**src/rtl/seven_seg_pkg.sv**
```systemverilog
// Shared definitions for the seven-segment capture path: segment patterns for
// the sixteen hex glyphs, capture FSM states and digit slot indices.
package seven_seg_pkg;

    // Active-high segment patterns, bit0 = a ... bit6 = g
    localparam logic [6:0] SEG_0 = 7'h3F;
    localparam logic [6:0] SEG_1 = 7'h06;
    localparam logic [6:0] SEG_2 = 7'h5B;
    localparam logic [6:0] SEG_3 = 7'h4F;
    localparam logic [6:0] SEG_4 = 7'h66;
    localparam logic [6:0] SEG_5 = 7'h6D;
    localparam logic [6:0] SEG_6 = 7'h7D;
    localparam logic [6:0] SEG_7 = 7'h07;
    localparam logic [6:0] SEG_8 = 7'h7F;
    localparam logic [6:0] SEG_9 = 7'h6F;
    localparam logic [6:0] SEG_A = 7'h77;
    localparam logic [6:0] SEG_B = 7'h7C;
    localparam logic [6:0] SEG_C = 7'h39;
    localparam logic [6:0] SEG_D = 7'h5E;
    localparam logic [6:0] SEG_E = 7'h79;
    localparam logic [6:0] SEG_F = 7'h71;

    localparam logic UPPER = 1'b1;
    localparam logic LOWER = 1'b0;

    typedef enum logic {
        S_IDLE,
        S_SETTLE
    } state_t;

endpackage

```
**src/rtl/seg7_decode.sv**
```systemverilog
// Maps a seven-segment pattern back to its hex nibble; patterns that are not
// one of the sixteen glyphs (including blank) decode to 0 with valid low.
module seg7_decode
    import seven_seg_pkg::*;
(
    input  logic [6:0] pattern,
    output logic       valid,
    output logic [3:0] nibble
);

    always_comb begin
        valid  = 1'b1;
        nibble = 4'h0;
        case (pattern)
            SEG_0:   nibble = 4'h0;
            SEG_1:   nibble = 4'h1;
            SEG_2:   nibble = 4'h2;
            SEG_3:   nibble = 4'h3;
            SEG_4:   nibble = 4'h4;
            SEG_5:   nibble = 4'h5;
            SEG_6:   nibble = 4'h6;
            SEG_7:   nibble = 4'h7;
            SEG_8:   nibble = 4'h8;
            SEG_9:   nibble = 4'h9;
            SEG_A:   nibble = 4'hA;
            SEG_B:   nibble = 4'hB;
            SEG_C:   nibble = 4'hC;
            SEG_D:   nibble = 4'hD;
            SEG_E:   nibble = 4'hE;
            SEG_F:   nibble = 4'hF;
            default: valid  = 1'b0;
        endcase
    end

endmodule

```
**src/rtl/seven_seg_capture.sv**
```systemverilog
// Rebuilds the two-digit word from a multiplexed seven-segment bus: each slot
// is latched once the bus has been stable for SETTLE cycles after a phase edge.
module seven_seg_capture
    import seven_seg_pkg::*;
#(
    parameter int SETTLE  = 4,
    parameter int TIMEOUT = 2048,
    parameter int TBITS   = 12
) (
    input  logic        clk,
    input  logic        rst,
    input  logic [6:0]  segment,
    input  logic        digit_select,
    output logic [13:0] both7seg,
    output logic [7:0]  hex,
    output logic [1:0]  hex_valid,
    output logic        frame_valid,
    output logic        stalled
);

    localparam int CW = (SETTLE < 2) ? 1 : $clog2(SETTLE + 1);
    localparam logic [CW-1:0]    SETTLE_C  = CW'(SETTLE);
    localparam logic [CW-1:0]    CNT_ONE   = CW'(1);
    localparam logic [TBITS-1:0] TO_C      = TBITS'(TIMEOUT);
    localparam logic [TBITS-1:0] TO_M1     = TBITS'(TIMEOUT - 1);
    localparam logic [TBITS-1:0] TCNT_ONE  = TBITS'(1);

    state_t            state_q, state_d;
    logic              ds_q;
    logic [6:0]        seg_q, seg_d;
    logic              slot_q, slot_d;
    logic [CW-1:0]     cnt_q, cnt_d;
    logic [TBITS-1:0]  tcnt_q;
    logic              upper_seen;
    logic              edge_det;
    logic              capture;
    logic              dec_valid;
    logic [3:0]        dec_nibble;

    assign edge_det = (digit_select != ds_q);

    // seg_d is the pattern being latched this cycle, so the decode is ready in
    // the capture cycle even when SETTLE=1 captures straight out of IDLE.
    seg7_decode u_decode (
        .pattern (seg_d),
        .valid   (dec_valid),
        .nibble  (dec_nibble)
    );

    always_ff @(posedge clk) begin
        if (rst) begin
            state_q <= S_IDLE;
        end else begin
            state_q <= state_d;
        end
    end

    // The phase-edge cycle counts as the first stable cycle of the new slot.
    always_comb begin
        state_d = state_q;
        seg_d   = seg_q;
        slot_d  = slot_q;
        cnt_d   = cnt_q;
        capture = 1'b0;
        case (state_q)
            S_IDLE: begin
                if (edge_det) begin
                    state_d = S_SETTLE;
                    seg_d   = segment;
                    slot_d  = digit_select;
                    cnt_d   = CNT_ONE;
                end
            end
            S_SETTLE: begin
                if (edge_det) begin
                    seg_d  = segment;
                    slot_d = digit_select;
                    cnt_d  = CNT_ONE;
                end else if (segment != seg_q) begin
                    seg_d = segment;
                    cnt_d = CNT_ONE;
                end else begin
                    cnt_d = cnt_q + CNT_ONE;
                end
            end
            default: state_d = S_IDLE;
        endcase
        if ((state_d == S_SETTLE) && (cnt_d >= SETTLE_C)) begin
            capture = 1'b1;
            state_d = S_IDLE;
            cnt_d   = '0;
        end
    end

    always_ff @(posedge clk) begin
        if (rst) begin
            ds_q        <= 1'b0;
            seg_q       <= '0;
            slot_q      <= LOWER;
            cnt_q       <= '0;
            tcnt_q      <= '0;
            upper_seen  <= 1'b0;
            both7seg    <= '0;
            hex         <= '0;
            hex_valid   <= 2'b00;
            frame_valid <= 1'b0;
            stalled     <= 1'b0;
        end else begin
            ds_q        <= digit_select;
            seg_q       <= seg_d;
            slot_q      <= slot_d;
            cnt_q       <= cnt_d;
            frame_valid <= 1'b0;
            // A capture always beats the timeout threshold in the same cycle.
            if (capture) begin
                tcnt_q  <= '0;
                stalled <= 1'b0;
                if (slot_d == UPPER) begin
                    both7seg[13:7] <= seg_d;
                    hex[7:4]       <= dec_nibble;
                    hex_valid[1]   <= dec_valid;
                    upper_seen     <= 1'b1;
                end else begin
                    both7seg[6:0] <= seg_d;
                    hex[3:0]      <= dec_nibble;
                    hex_valid[0]  <= dec_valid;
                    if (upper_seen) begin
                        frame_valid <= 1'b1;
                        upper_seen  <= 1'b0;
                    end
                end
            end else if (tcnt_q >= TO_M1) begin
                tcnt_q     <= TO_C;
                stalled    <= 1'b1;
                hex_valid  <= 2'b00;
                upper_seen <= 1'b0;
            end else begin
                tcnt_q <= tcnt_q + TCNT_ONE;
            end
        end
    end

endmodule

```
**config.mk**
```make
export PLATFORM = sky130hd
export DESIGN_NAME = seven_seg_capture
export DESIGN_NICKNAME = d
export VERILOG_FILES = /design/src/rtl/seven_seg_pkg.sv /design/src/rtl/seg7_decode.sv /design/src/rtl/seven_seg_capture.sv
export SDC_FILE = /design/constraint.sdc
export NUM_CORES = 1
export LEC_CHECK = 0
export ABC_AREA = 1
export CORE_ASPECT_RATIO = 1.75
export CORE_UTILIZATION = 40
export DETAILED_ROUTE_END_ITERATION = 8
export GPL_TIMING_DRIVEN = 0
export PLACE_DENSITY_LB_ADDON = 0.3
export SKIP_LAST_GASP = 1
export SLEW_MARGIN = 20
export SYNTH_ARGS = -nofsm -noshare
export SYNTH_HDL_FRONTEND = slang
export SYNTH_HIERARCHICAL = 1
export SYNTH_SLANG_ARGS = --single-unit
```
**constraint.sdc**
```tcl
create_clock -name clk -period 2.2 [get_ports clk]
set_input_delay 0.44 -clock clk [delete_from_list [all_inputs] [get_ports clk]]
set_output_delay 0.44 -clock clk [all_outputs]
set_load 0.05 [all_outputs]
```
# Yosys cells after proc, flatten, opt, wreduce, memory -nomap -nowiden

Index checks and enable logic that the tools add are counted.

Bits in registers: 52
Input port bits: 10
Output and inout bits: 26
Word-level logic and storage cells: 77

$add $sub $neg: 2
Magnitude comparators: 2
Equality and inequality tests: 20
Mux-type cells: 23
Bitwise gates (word level): 3
Reductions and logical operators: 11

Operators by type and width:

| cell                    | count |
|---|---|
| $eq A7 B7 Y1 const B    | 12 |
| $pmux W4 S15            | 1 |
| $mux W7                 | 3 |
| $reduce_or A16 Y1       | 1 |
| $eq A7 B3 Y1 const B    | 2 |
| $eq A7 B6 Y1 const B    | 2 |
| $pmux W7 S2             | 1 |
| $add A12 B1 Y12 const B | 1 |
| $ge A12 B11 Y1 const B  | 1 |
| $mux W12                | 1 |
| $mux W1                 | 11 |
| $mux W3                 | 3 |
| $reduce_and A2 Y1       | 4 |
| $ne A7 B7 Y1            | 1 |
| $pmux W3 S2             | 1 |
| $reduce_or A3 Y1        | 2 |
| $mux W2                 | 2 |
| $ne A2 B2 Y1 const B    | 2 |
| $reduce_or A2 Y1        | 2 |
| $add A3 B1 Y3 const B   | 1 |
| $ge A3 B3 Y1 const B    | 1 |
| $not A1 Y1              | 3 |
| $reduce_bool A2 Y1      | 1 |
| $logic_and A1 B1 Y1     | 1 |
| $ne A1 B1 Y1            | 1 |

# Longest topological paths before layout

Gate-level depths: netlist of the first run.

Depth after elaboration: 9
Depth in mapped cells: 20
Depth with buffers taken out: 20

# Cells and area by module

The synthesis of the first run kept the hierarchy.

Modules (own cells, without submodules):

| module            | instances | cells an instance | area an instance (µm²) | sequential area each (µm²) |
|---|---|---|---|---|
| seven_seg_capture | 1         | 344               | 2373.5                 | 1041.0 |
| seg7_decode       | 1         | 90                | 384.1                  | 0.0 |

# Worst setup path before layout of the first run

Ideal clock, no wire load.

Kind: input -> register
Start: in digit_select
End: reg hex[7]
Library setup time: 0.114 ns
Data arrival time: 2.066 ns
Required time: 2.086 ns
Slack: 0.020 ns
Cell stages on the path: 19
Path buffers: 0
Cells stage by stage: inv_2 nand2_2 nand2_2 inv_1 nand2_1 inv_2 or2_2 o21ai_1 inv_1 nand2_1 nor2_1 nand2_1 inv_1 nor3_1 nand2_1 inv_1 nand2_1 nand2_1 nor2_1

Elaborated cells between the ends (all ways): 30
Classes of those cells: 1 x order compare; 16 x eq/ne; 11 x mux; 2 x reduce/logical

RTL lines:

| what                                 | RTL line                                         | RTL |
|---|---|---|
| start, declared                      | seven_seg_capture.sv:13                          | `input logic digit_select,` |
| $ne A1 B1 Y1 (*)                     | seven_seg_capture.sv:40                          | `assign edge_det = (digit_select != ds_q);` |
| $mux W7 (on tied branches)           | seven_seg_capture.sv:75, seven_seg_capture.sv:67 |  |
| $pmux W7 S2 (*)                      | seven_seg_capture.sv:65                          | `case (state_q)` |
| net seg_d[6]                         | seven_seg_capture.sv:30                          | `logic [6:0] seg_q, seg_d;` |
| $eq A7 B7 Y1 (tied with other cells) | seg7_decode.sv:14                                | `case (pattern)` |
| $pmux W4 S15 (*)                     | seg7_decode.sv:14                                |  |
| net dec_nibble[3]                    | seven_seg_capture.sv:38                          | `logic [3:0] dec_nibble;` |
| end signal, assigned                 | seven_seg_capture.sv:120                         | `hex[7:4] <= dec_nibble;` |
| end, declared                        | seven_seg_capture.sv:15                          | `output logic [7:0] hex,` |

Mark *: on every way through the listed nets, which the timed path passes. The rest lies on a longest branch.
A chain may end at the register's enable or synchronous reset.

# Final worst setup path of the first run

Start: reg ds_q
End: reg hex_valid[1]

Longest elaborated chain between the ends: 8
Elaborated cells between the ends (all ways): 36
Classes of those cells: 1 x order compare; 18 x eq/ne; 13 x mux; 4 x reduce/logical

Ends and longest elaborated chain:

| what                                 | RTL line                                         | RTL |
|---|---|---|
| start, declared                      | seven_seg_capture.sv:29                          | `logic ds_q;` |
| start signal, assigned               | seven_seg_capture.sv:109                         | `ds_q <= digit_select;` |
| $ne A1 B1 Y1 (*)                     | seven_seg_capture.sv:40                          |  |
| $mux W7 (on tied branches)           | seven_seg_capture.sv:75, seven_seg_capture.sv:67 |  |
| $pmux W7 S2 (*)                      | seven_seg_capture.sv:65                          |  |
| net seg_d[3]                         | seven_seg_capture.sv:30                          |  |
| $eq A7 B6 Y1 (tied with other cells) | seg7_decode.sv:14                                |  |
| $reduce_or A16 Y1 (no line) (*)      | n/a                                              |  |
| $mux W1 (*)                          | seg7_decode.sv:14                                |  |
| net dec_valid                        | seven_seg_capture.sv:37                          | `logic dec_valid;` |
| $mux W1 (*)                          | seven_seg_capture.sv:118                         | `if (slot_d == UPPER) begin` |
| $mux W2 (*)                          | seven_seg_capture.sv:115                         | `if (capture) begin` |
| end signal, assigned                 | seven_seg_capture.sv:121                         | `hex_valid[1] <= dec_valid;` |
| end, declared                        | seven_seg_capture.sv:16                          | `output logic [1:0] hex_valid,` |

Mark *: on every way through the listed nets, which the timed path passes. The rest lies on a longest branch. The select of a mux whose other input is x is not followed.

==> results.md, run 1 <==
- ANT nets after route: 0
- Smallest hold slack: slightly below 0.4 ns
- Die X: 64.8 um
- I/O pins: 36
- Hold violation count in the final report: 0
- Ys Warns: 6
- Setup slack at placement: -0.924 ns
- Commonest cells after routing, fill and taps aside: nand2_1, nor2_1, dfxtp_1
- Seq/Total Area, Yosys: 37.7%
- Flop and latch count out of synthesis: 52
- Port bufs: 35
- Cell chain of the critical path: inv_1 > nand2_2 > nand2_4 > buf_6 > o21ai_1 > o21ai_4 > nand2_2 > inv_2 > nand2_1 > nor2_1 > nor2_1 > nand2_1 > nor2_2 > nand2_1 > nand3_1 > nand2_1
- Cts bufs inserted: 5
- Initial Util: between 40% and 50%
- Die ar.: roughly 7200 um^2
- Setup TNS: 0 ns
- DIE HEIGHT: approximately 110 um
- Clock root cell: clkbuf_16
- Crit path max fanout: 10
- Clk buf depth: 2
- Clock sink total: 52
- GR Util All Layers: between 10% and 20%
- Routed len/inst: between 10 and 15 um
- Router iterations before antenna repair: 4
- RSZ-0062 raised after global routing: true
- Pwr dens: 631 nW/um^2
- Cell family with most CP delay: simple AND/OR/NAND/NOR gates
- Setup Crit Path Kind: flip-flop to flip-flop
- Synth unique cells: 30
- Via count: approximately 2700
- Area of the core: 6590 um^2
- First-pass GRT wire length: ~11 mm
- CP Launch Type: flip-flop
- Peak Freq: around 0.47 GHz
- Synth-to-layout area growth: 38.4%
- Cell area after placement: roughly 3200 um^2
- Antenna violations before repair: 0
- DRC: 0
- DRT iter0 DRCs: between 100 and 150
- Vias in the first global route: roughly 2500
- Period utilization: 96.2%
- Hold Crit Class: input port to flip-flop
- HPWL after DPL: 4.72 mm
- Worst vdd ir: 0.000384 V
- Fin Clk Skew: between 0.01 and 0.015 ns
- Post-synth net total: roughly 450
- Clock Pin Slew Worst Setup and Hold Paths: 0.07 ns
- Post-layout util: 57.9%
- Final non-filler cell area: about 3800 um^2
- GRT Max-Usage Layer: met2
- Synth Area per Inst: about 6.4 um^2
- Synth area leaders: dfxtp_1, nand2_1, nor2_1, inv_1, nand3_1
- Final min period: 2.12 ns
- CTS tree: done
- Clk Latency, worst-skew pair: 0.30 ns
- Max cap viols: 0
- Diodes inserted: 0
- Rel. slew slack: about two thirds
- Leading area contributor after synthesis: dfxtp_1
- Crit path DAT: around 2.3 ns
- Crit path required time: 2.39 ns
- Cells after synthesis: approximately 430
- Worst-Margin Slew: roughly 0.51 ns
- Largest net degree at the start of global routing: 16
- Most common cell after layout, fill and taps aside: nand2_1
- Slowest cell on the critical path: dfxtp_2
- WL final: 6.90 mm
- Routability cong.: between 0.8 and 0.9
- Endpoint class of the critical path: flip-flop
- Synthesized area: around 2800 um^2
- Ratio of cells with drive above 1 in the final layout: a little under a quarter
- Status: complete, no violations
- Met2 Use GR: 36.2%
- Leak pwr: roughly 1.7 nW
- Max incr delay on CP: about 0.35 ns
- Final Max Slew Viols: 0
- NumNets Final: 514
- Cts hold-fix bufs: 0
- Remaining global-route overflow: 0
- Share of the synthesized area in the top cell type: 37.7%
- H-tree Lvls: 2
- Final setup vio count: 0
- Drt via density: between 4 and 5
- Met3 usage: about 3.7%
- Row Count: 39
- Worst path bufs/invs: 3
- GRT met1 Usage: roughly 19%
- Crit path top cell by count: nand2_1
- Worst Slack Setup Final: 0.0834 ns
## synthesized netlist by cell type
cell type,instances
a21oi_1,13
a31oi_1,1
buf_2,4
buf_4,3
buf_6,2
clkbuf_1,1
clkinv_2,1
dfxtp_1,52
ha_1,2
inv_1,61
inv_2,4
nand2_1,110
nand2_2,6
nand3_1,16
nand3_2,2
nand3_4,2
nand3b_1,2
nand4_1,3
nor2_1,106
nor2_2,5
nor2_4,3
nor3_1,5
nor3_2,1
o21ai_0,15
o21ai_1,2
o21ai_2,1
or2_2,1
or3_1,1
xnor2_1,3
xor2_1,6
## flip-flops by register name, summed over array words and instances, names as in the netlist
register / cells
tcnt_q: 12
hex: 8
frame_valid: 1
slot_q: 1
hex_valid: 2
upper_seen: 1
cnt_q: 3
both7seg: 14
state_q: 1
stalled: 1
seg_q: 7
ds_q: 1
## what timing repair did
action	in CTS	in global routing
resized for setup	28	53
endpoints found under the setup margin	10	10
cloned	0	0
pin swaps	5	13
buffers inserted	14	12
## through the flow
step,power [mW],instances
finish,2.41,585
global route,2.51,585
CTS,2.31,573
detailed placement,1.29,551
global placement,1.28,551
floorplan,1.21,434
## worst paths after layout
kind | from | endpoint | slack [ns] | cells past startpoint
worst max-delay path | ds_q$_SDFF_PP0_ | hex_valid[1]$_SDFFE_PP0P_ | 0.08 | 16
worst min-delay path | digit_select | ds_q$_SDFF_PP0_ | 0.39 | 3
worst max register to register | ds_q$_SDFF_PP0_ | hex_valid[1]$_SDFFE_PP0P_ | 0.08 | 16
worst min register to register | upper_seen$_SDFFE_PP0P_ | frame_valid$_SDFF_PP0_ | 0.44 | 2
## worst min-delay path: cells and delay by family
family                 cells  cell delay, ns
buffers and inverters      2            0.17
and+or+nand+nor            1            0.04
## cell type report
class / count / area, um^2
Tap cell: 82 / 103
Clock buffer: 7 / 153
Multi-Input combinational cell: 306 / 1600
Sequential cell: 52 / 1040
Buffer: 10 / 78.8
Timing Repair Buffer: 61 / 552
Fill cell: 630 / 2770
Clock inverter: 1 / 30.0
Inverter: 66 / 255
## where the power goes
group | switching (mW) | total, mW | internal [mW]
Combinational | 0.287 | 0.476 | 0.189
Sequential | 0.0178 | 0.982 | 0.964
Clock | 0.350 | 0.950 | 0.599
Total | 0.655 | 2.41 | 1.75
## per-layer routing
metal  vias up  routed length [um]
met5         -                   0
met4         0                 105
met3         6                 198
met2        40                3930
met1      1245                2660
li1       1445                   -
## cell families after synthesis
logic type / Yosys count / synth area share [%]
simple gates: 263 / 41.0
flops: 52 / 37.7
fa+ha+maj: 2 / 0.907
buf+inv: 76 / 11.5
xor+xnor: 9 / 2.86
compound gates: 32 / 5.99
No activity file was read; power rests on OpenSTA's default activity.
==> run 2: changes to the inputs <==
--- a/config.mk
+++ b/config.mk
@@ -8,6 +8,7 @@
 export ABC_AREA = 1
 export CORE_ASPECT_RATIO = 1.75
 export CORE_UTILIZATION = 40
+export CTS_CLUSTER_SIZE = 12
 export DETAILED_ROUTE_END_ITERATION = 8
 export GPL_TIMING_DRIVEN = 0
 export PLACE_DENSITY_LB_ADDON = 0.3
==> results of run 2 <==
No change in the layout: final DEF, timing and power equal those of run 1.
==> run 3: changes to the inputs <==
--- a/config.mk
+++ b/config.mk
@@ -8,7 +8,6 @@
 export ABC_AREA = 1
 export CORE_ASPECT_RATIO = 1.75
 export CORE_UTILIZATION = 40
-export CTS_CLUSTER_SIZE = 12
 export DETAILED_ROUTE_END_ITERATION = 8
 export GPL_TIMING_DRIVEN = 0
 export PLACE_DENSITY_LB_ADDON = 0.3
==> results of run 3 <==
No change in the layout: final DEF, timing and power equal those of run 1.
